File: src/rtl/vga_cmd_sequencer.sv
// vga_cmd_sequencer: decodes an SPI byte stream into configuration commits
// and character-cell writes. Config changes are staged in a shadow register
// and applied at vertical blanking; character writes wait for active==0.
module vga_cmd_sequencer #(
  parameter logic [31:0] CFG_RESET  = 32'h80FC0000,
  parameter int          TIMEOUT    = 1024,
  parameter int          CHAR_CELLS = 1200
) (
  input  logic        clk,
  input  logic        rst_n,
  input  logic [7:0]  rx_data,
  input  logic        rx_valid,
  input  logic        vblank_start,
  input  logic        active,
  output logic [31:0] config_out,
  output logic        char_wr,
  output logic [10:0] char_addr,
  output logic [5:0]  char_data,
  output logic        busy,
  output logic        err
);

  localparam int TW = $clog2(TIMEOUT + 1);

  localparam logic [7:0] OP_CFG    = 8'hA0;
  localparam logic [7:0] OP_CHAR   = 8'hB0;
  localparam logic [7:0] OP_COMMIT = 8'hC0;
  localparam logic [7:0] OP_CLRERR = 8'hE0;

  typedef enum logic [1:0] {IDLE, CFG_BYTES, CHAR_BYTES, WAIT_BLANK} state_t;

  state_t        r_state, w_state_nxt;
  logic [1:0]    r_bcnt, w_bcnt_nxt;
  logic [TW-1:0] r_tmo, w_tmo_nxt;
  logic [23:0]   r_asm, w_asm_nxt;

  logic [31:0]   r_cfg, r_shadow;
  logic          r_pend;
  logic          r_err;
  logic [10:0]   r_wr_addr, r_last_addr;
  logic [5:0]    r_wr_data, r_last_data;

  logic w_idle_op, w_cfg_done, w_char_done, w_addr_ok, w_timeout, w_wr;
  logic w_bad_op, w_err_set, w_err_clr;

  // command decode and error sources
  always_comb begin
    w_idle_op   = (r_state == IDLE) && rx_valid;
    w_cfg_done  = (r_state == CFG_BYTES)  && rx_valid && (r_bcnt == 2'd3);
    w_char_done = (r_state == CHAR_BYTES) && rx_valid && (r_bcnt == 2'd2);
    // first two char bytes sit in r_asm[15:0]; bits 10:0 are the cell index
    w_addr_ok   = (32'(r_asm[10:0]) < CHAR_CELLS);
    // r_tmo counts idle cycles; this cycle is the TIMEOUT-th without a byte
    w_timeout   = ((r_state == CFG_BYTES) || (r_state == CHAR_BYTES)) &&
                  !rx_valid && (r_tmo == TW'(TIMEOUT - 1));
    w_wr        = (r_state == WAIT_BLANK) && !active;
    w_bad_op    = w_idle_op && (rx_data != OP_CFG) && (rx_data != OP_CHAR) &&
                  (rx_data != OP_COMMIT) && (rx_data != OP_CLRERR);
    w_err_clr   = w_idle_op && (rx_data == OP_CLRERR);
    w_err_set   = w_bad_op || (w_char_done && !w_addr_ok) || w_timeout ||
                  ((r_state == WAIT_BLANK) && rx_valid);
  end

  // next-state: byte collection, inter-byte timeout, wait for blanking
  always_comb begin
    w_state_nxt = r_state;
    w_bcnt_nxt  = r_bcnt;
    w_tmo_nxt   = r_tmo;
    w_asm_nxt   = r_asm;
    case (r_state)
      IDLE: begin
        if (rx_valid && (rx_data == OP_CFG || rx_data == OP_CHAR)) begin
          w_state_nxt = (rx_data == OP_CFG) ? CFG_BYTES : CHAR_BYTES;
          w_bcnt_nxt  = 2'd0;
          w_tmo_nxt   = '0;
        end
      end
      CFG_BYTES, CHAR_BYTES: begin
        if (rx_valid) begin
          w_asm_nxt  = {r_asm[15:0], rx_data};
          w_bcnt_nxt = r_bcnt + 2'd1;
          w_tmo_nxt  = '0;
          if (w_cfg_done)
            w_state_nxt = IDLE;
          else if (w_char_done)
            w_state_nxt = w_addr_ok ? WAIT_BLANK : IDLE;
        end else if (w_timeout) begin
          w_state_nxt = IDLE;
        end else begin
          w_tmo_nxt = r_tmo + 1'b1;
        end
      end
      WAIT_BLANK: begin
        if (!active) w_state_nxt = IDLE;
      end
      default: w_state_nxt = IDLE;
    endcase
  end

  // state and collection registers
  always_ff @(posedge clk or negedge rst_n) begin
    if (!rst_n) begin
      r_state <= IDLE;
      r_bcnt  <= '0;
      r_tmo   <= '0;
      r_asm   <= '0;
    end else begin
      r_state <= w_state_nxt;
      r_bcnt  <= w_bcnt_nxt;
      r_tmo   <= w_tmo_nxt;
      r_asm   <= w_asm_nxt;
    end
  end

  // shadow/commit path: C0 applies now, otherwise vblank applies a commit
  // armed in an earlier cycle; a CFG finishing this cycle re-arms afterwards
  always_ff @(posedge clk or negedge rst_n) begin
    if (!rst_n) begin
      r_cfg    <= CFG_RESET;
      r_shadow <= CFG_RESET;
      r_pend   <= 1'b0;
    end else begin
      if (w_idle_op && rx_data == OP_COMMIT) begin
        r_cfg  <= r_shadow;
        r_pend <= 1'b0;
      end else if (vblank_start && r_pend) begin
        r_cfg  <= r_shadow;
        r_pend <= 1'b0;
      end
      if (w_cfg_done) begin
        r_shadow <= {r_asm, rx_data};
        r_pend   <= 1'b1;
      end
    end
  end

  // sticky error, clear wins over a simultaneous set
  always_ff @(posedge clk or negedge rst_n) begin
    if (!rst_n)         r_err <= 1'b0;
    else if (w_err_clr) r_err <= 1'b0;
    else if (w_err_set) r_err <= 1'b1;
  end

  // pending write latch and last-written hold registers
  always_ff @(posedge clk or negedge rst_n) begin
    if (!rst_n) begin
      r_wr_addr   <= '0;
      r_wr_data   <= '0;
      r_last_addr <= '0;
      r_last_data <= '0;
    end else begin
      if (w_char_done && w_addr_ok) begin
        r_wr_addr <= r_asm[10:0];
        r_wr_data <= rx_data[5:0];
      end
      if (w_wr) begin
        r_last_addr <= r_wr_addr;
        r_last_data <= r_wr_data;
      end
    end
  end

  // write strobe is combinational so a write requested during blanking
  // lands on the very next cycle; address/data hold between writes
  always_comb begin
    char_wr    = w_wr;
    char_addr  = w_wr ? r_wr_addr : r_last_addr;
    char_data  = w_wr ? r_wr_data : r_last_data;
    config_out = r_cfg;
    busy       = (r_state != IDLE);
    err        = r_err;
  end

endmodule

File: config.mk
export PLATFORM = sky130hd
export DESIGN_NAME = vga_cmd_sequencer
export DESIGN_NICKNAME = d
export VERILOG_FILES = /design/src/rtl/vga_cmd_sequencer.sv
export SDC_FILE = /design/constraint.sdc
export NUM_CORES = 1
export LEC_CHECK = 0
export BUFFER_PORTS_ARGS = -buffer_cell sky130_fd_sc_hd__buf_2
export CAP_MARGIN = 20
export CORE_ASPECT_RATIO = 0.9
export CORE_UTILIZATION = 55
export CTS_CLUSTER_SIZE = 28
export DETAILED_ROUTE_END_ITERATION = 10
export PLACE_DENSITY = 0.76
export SETUP_SLACK_MARGIN = 0.15
export SYNTH_ARGS = -nofsm -noshare
export SYNTH_HDL_FRONTEND = slang
export SYNTH_SLANG_ARGS = --single-unit
File: constraint.sdc
create_clock -name clk -period 5.03 [get_ports clk]
set_clock_uncertainty 0.1 [all_clocks]
set_input_delay 0 -clock clk [delete_from_list [all_inputs] [get_ports clk]]
set_output_delay 0 -clock clk [all_outputs]
set_load 0.02 [all_outputs]
==> metrics.yaml, run 1 <==
critPathRequiredTime_ns: 4.93
placed_area_sq_um: 6180
status: "finished, final reports clean"
grt-ovfl-total: 0
cap_violations: 0
ir_drop_mv: 0.380
clk_latency_ns: 0.42
synth-main-ff-cell: "dfrtp_1"
final_cells: 608
cts-root-buf: "clkbuf_16"
wl_um: 11500
tns_ns: 0
internal_power_uw: 3070
worstMarginPinSlew_ns: 1.06
slew-limit-headroom_pct: 29.3
post-route-period-util_pct: 52.9
syn-num-nets: 408
place_inst: 565
num_antenna_cells: 0
start_kind: "register"
fin_area_sq_um: 6980
drive_gt1_share_pct: 50.7
cts_tree: "done"
synth_top_area_share_pct: 54.4
start_util_pct: 56.4
slew_violations: 0
groute.usage.overall_pct: 23.4
fin_util_pct: 68.4
core_area_sq_um: 10200
rsz0062_at_grt: "false"
cts_resized: 0
synth.distinct_cells: 49
comb_power_share_pct: 27.8
grt_first_pass_wirelength_um: 18700
antenna_left: 0
p_sw_uw: 1390
yosys_register_bits: 139
worstSetupEndpointType: "output port"
switching_share_pct: 31.2
clkPwrFrac_pct: 30.4
period_needed_ns: 2.66
io_buffers: 64
cts_max_level: 4
hpwl_um: 7110
yosysMostFrequentCell: "dfrtp_1"
vias: 3530
hp-class: "input port to async pin"
drt-initial-drc-count: 162
p_per_area_nw_per_um2: 640
grt_max_degree: 72
critPathArrivalTime_ns: 2.56
fmax_mhz: 376
areaGrowthSynthToFinish_pct: 21.3
antenna_found_initial: 0
cts_hold_repair.buffers: 9
synthArstFlopShare_pct: 100
dieHeight_um: 99.0
synth-edff-count: 0
cts_num_sinks: 139
finalHoldViolations: 0
setup_viol_count_final: 0
leakage_uw: 0.00336
netlist_area_sq_um: 5750
critical_path_class: "register to output port"
gp_congestion: 0.826
synth.area.top_cells: "dfrtp_1 54%, mux2_2 24%, dfstp_2 6.4%"
ioPinCount: 65
clk_path_buf_depth: 2
yosys_warnings: 0
vias_per_cell: 5.81
die_area_sq_um: 10900
die_x_um: 110
nets: 487
n_fill_cell: 700
routedWlPerCell_um: 18.9
drc: 0
cp_max_fo: 18
grt_pass1_vias: 3637
synthCells: 387
numCtsBuffers: 17
syn_area_per_cell_sq_um: 14.9
rows: 35
first_pass_iters: 4
synth_common_cells: "125 x dfrtp_1, 123 x mux2_2, 14 x dfstp_2, 9 x inv_1, 9 x nand3_1"
synth_top_cell_by_area: "dfrtp_1"
clk_pin_slew_ns: 0.06
postCtsSetupBuffers: 0
p_seq_share_pct: 41.8
synth-seq-area-share_pct: 60.8
cells in the final DEF (no fill, tap or decap), types with 3 or more instances in the layout:
cell type	instances
inv_6	4
nand4_1	6
nand2_1	6
bufinv_16	4
and4_1	3
dfrtp_1	125
dlygate4sd3_1	9
buf_2	63
o31ai_1	7
a21oi_1	8
nand3_1	9
dfstp_2	14
mux2i_1	3
o21ai_0	3
clkinvlp_4	3
ha_1	8
or4_1	8
mux2_2	123
clkbuf_8	3
inv_1	9
clkbuf_16	17
sequential cells by signal (all words and copies together), names as in the netlist:
signal / cells
r_bcnt: 2
r_asm: 24
r_shadow: 32
r_last_data: 6
r_pend: 1
r_state: 2
r_wr_addr: 11
r_last_addr: 11
config_out: 32
r_wr_data: 6
r_tmo: 11
err: 1
metal layers:
metal  vias to the layer above  routed length, um  track usage (%)
met1                      1816               5090             31.2
met3                        16                550             6.42
met5                         -                  0                0
li1                       1591                  -                -
met4                         0                197             9.54
met2                       107               5620             36.3
kinds of logic (layout without fill, tap and decap cells):
family	Yosys count	in the layout	synth area share, %
adders and majority gates	8	8	1.74
muxes	126	126	24.6
AOI/OAI and AO/OA	36	36	4.92
DFF	139	139	60.8
buffers and inverters	26	118	2.00
and+or+nand+nor	52	52	5.98
critical path, cell delays in order, from the launching register on:
cell	delay, ns
dfrtp_1	0.42
ha_1	0.24
nor2b_2	0.87
mux2_2	0.45
buf_2	0.17
area by class of cell:
class                   instances  area [sq um]  share of cell area (%)
flip-flops and latches        139          3500                    50.1
multi-input cells             222          2150                    30.8
repair buffers                 77           487                    6.97
clock buffers                  20           467                    6.69
clock inverters                12           183                    2.62
well taps                     129           161                    2.31
inverters                       9          33.8                   0.484
through the flow:
| stage | worst slack, ns | power [uW] | hold slack (ns) |
|---|---|---|---|
| after floorplan | 2.87 | 2690 | -0.396 |
| after global placement | 2.35 | 3010 | -0.0644 |
| after detailed placement | 2.22 | 3080 | -0.0621 |
| after CTS | 2.21 | 4470 | 0.0272 |
| after global routing | 2.24 | 4700 | 0.0533 |
| final | 2.37 | 4470 | 0.0518 |
power by group through the flow:
stage / Combinational [uW] / Clock (uW) / Sequential [uW]
after CTS: 1220 / 1380 / 1870
after floorplan: 796 / 0 / 1890
final: 1240 / 1360 / 1870
after detailed placement: 1200 / 0 / 1880
after global routing: 1350 / 1430 / 1920
after global placement: 1150 / 0 / 1860
path summary, 6_finish.rpt:
kind	from	slack [ns]	to	depth (start not counted)
worst min-delay path	rst_n	0.05	config_out[28]$_DFFE_PN0P_	2
min in group clk	rx_valid	0.06	r_wr_addr[10]$_DFFE_PN0P_	3
worst max register to register	r_state[0]$_DFFE_PN0P_	2.45	config_out[26]$_DFFE_PN0P_	7
worst min register to register	r_last_addr[0]$_DFF_PN0_	0.39	r_last_addr[0]$_DFF_PN0_	1
max in group asynchronous	rst_n	3.51	r_asm[6]$_DFFE_PN0P_	3
worst max-delay path	r_state[1]$_DFFE_PN0P_	2.37	char_addr[9]	4
No activity file was read; power rests on OpenSTA's default activity.
==> run 2: changes to the inputs <==
--- a/config.mk
+++ b/config.mk
@@ -8,10 +8,10 @@
 export BUFFER_PORTS_ARGS = -buffer_cell sky130_fd_sc_hd__buf_2
 export CAP_MARGIN = 20
 export CORE_ASPECT_RATIO = 0.9
-export CORE_UTILIZATION = 55
+export CORE_UTILIZATION = 52
 export CTS_CLUSTER_SIZE = 28
 export DETAILED_ROUTE_END_ITERATION = 10
-export PLACE_DENSITY = 0.76
+export PLACE_DENSITY = 0.75
 export SETUP_SLACK_MARGIN = 0.15
 export SYNTH_ARGS = -nofsm -noshare
 export SYNTH_HDL_FRONTEND = slang
==> constraint.sdc (replaced) <==
create_clock -name clk -period 2.27 [get_ports clk]
set_clock_uncertainty 0.1 [all_clocks]
set_input_delay 0 -clock clk [delete_from_list [all_inputs] [get_ports clk]]
set_output_delay 0 -clock clk [all_outputs]
set_load 0.02 [all_outputs]
==> metrics.yaml, run 2 (synthesized netlist as in run 1, its figures left out) <==
fmax_mhz: 469
cts-root-buf: "clkbuf_16"
leakage_uw: 0.00343
cp_max_fo: 18
io_buffers: 64
hp-class: "input port to register"
grt-ovfl-total: 0
grt_pass1_vias: 3689
die_x_um: 113
critical_path_class: "register to register"
post-route-period-util_pct: 94.0
status: "finished, final reports clean"
slew_violations: 0
drt-initial-drc-count: 107
layout_commonest_cell: "dfrtp_1"
worstSetupEndpointType: "register"
drive_gt1_share_pct: 53.5
path_cells: "inv_2 > ha_4 > nor2b_2 > a41oi_4 > or4_1 > a21oi_1"
grt_max_degree: 69
slew-limit-headroom_pct: 60.0
critPathRequiredTime_ns: 2.50
finalHoldViolations: 0
period_needed_ns: 2.13
hpwl_um: 7240
cts_tree: "done"
worst_slack_ns: 0.137
start_kind: "register"
routedWlPerCell_um: 19.0
cp_slowest_stage_delay_ns: 0.58
nets: 506
vias: 3609
fin_util_pct: 65.7
critPathArrivalTime_ns: 2.36
n_fill_cell: 790
clk_pin_slew_ns: 0.06
worstMarginPinSlew_ns: 0.600
areaGrowthSynthToFinish_pct: 23.4
antenna_found_initial: 0
p_per_area_nw_per_um2: 1350
antenna_left: 0
grt_first_pass_wirelength_um: 18900
start_util_pct: 53.2
seq_area_sq_um: 3500
setup_viol_count_final: 0
multiInputGateArea_sq_um: 2180
layout_common_cells: "125 x dfrtp_1, 122 x mux2_2, 63 x buf_2"
wl_um: 12000
rsz0062_at_grt: "true"
gp_congestion: 0.857
clk_path_buf_depth: 2
cap_violations: 0
core_area_sq_um: 10800
first_pass_iters: 4
cts_max_level: 4
rows: 36
pre_cts_slack_ns: -0.000131
cpMaxStageDelayCell: "or4_1"
ioPinCount: 65
drc: 0
die_area_sq_um: 11500
clk_latency_ns: 0.42
groute.usage.overall_pct: 22.1
cts_num_sinks: 139
ff2ff_path_depth: 6
ir_drop_mv: 0.767
dieHeight_um: 102
vias_per_cell: 5.73
numCtsBuffers: 17
hold_depth: 3
num_antenna_cells: 0
## run 2: cell count changes in the layout (fill, tap and decap cells not counted), sizes merged
cell	change
buf	+18
bufbuf	+1
bufinv	-3
clkinv	+6
clkinvlp	-1
inv	-3
## run 2: repair_timing
item                                   CTS  global route
resized for setup                       10             4
hold buffers                             9             0
setup endpoints to repair               44            57
endpoints found under the hold margin  134             0
buffers inserted                         1             9
cloned                                   2             0
pin swaps                                0             3
## run 2: report_power, final
group,switching (uW),internal [uW]
Sequential,597,3520
Combinational,1490,1480
Clock,998,1520
Total,3080,6530
## run 2: final cells by class
type,count,area share (%)
clock buffer,20,6.29
tap,133,2.34
inverter,9,0.476
clock inverter,11,1.36
multi-input combinational,222,30.7
timing repair buffer,96,9.57
sequential,139,49.2
## run 2: worst max-delay path, delay by kind of cell (launching register included)
kind	cells	cell delay [ns]
flip-flops	1	0.41
AO/OA/AOI/OAI	2	0.31
AND/OR/NAND/NOR	2	0.84
adder cells (fa/ha/maj)	1	0.29
buffers and inverters	1	0.08
## run 2: through the flow
step / setup TNS (ns) / cells / hold slack [ns] / instance area [sq um] / power (uW)
after floorplan: 0 / 387 / -0.396 / 5750 / 5950
after global placement: 0 / 578 / -0.0649 / 6290 / 6750
after detailed placement: -0.000131 / 578 / -0.0585 / 6290 / 6900
after CTS: 0 / 621 / 0.0116 / 7020 / 9540
after global routing: 0 / 630 / 0.0506 / 7100 / 10100
final: 0 / 630 / 0.0372 / 7100 / 9610
## run 2: final timing paths
| path | startpoint | end | slack [ns] |
|---|---|---|---|
| min reg2reg | r_shadow[3]$_DFFE_PN0P_ | config_out[3]$_DFFE_PN0P_ | 0.40 |
| max in group asynchronous | rst_n | r_last_addr[1]$_DFF_PN0_ | 1.28 |
| max reg2reg | r_state[1]$_DFFE_PN0P_ | r_tmo[8]$_DFFE_PN0P_ | 0.14 |
| max | r_state[1]$_DFFE_PN0P_ | r_tmo[8]$_DFFE_PN0P_ | 0.14 |
| min in group asynchronous | rst_n | config_out[1]$_DFFE_PN0P_ | 0.06 |
| min | rx_valid | r_wr_addr[10]$_DFFE_PN0P_ | 0.04 |
## run 2: metal layers
metal / up-vias / GRT usage, % / part of all wire [%]
met3: 23 / 7.42 / 4.7
met4: 0 / 9.51 / 2.0
met2: 91 / 35.0 / 49
li1: 1631 / - / -
met5: - / 0 / 0
met1: 1864 / 28.3 / 44
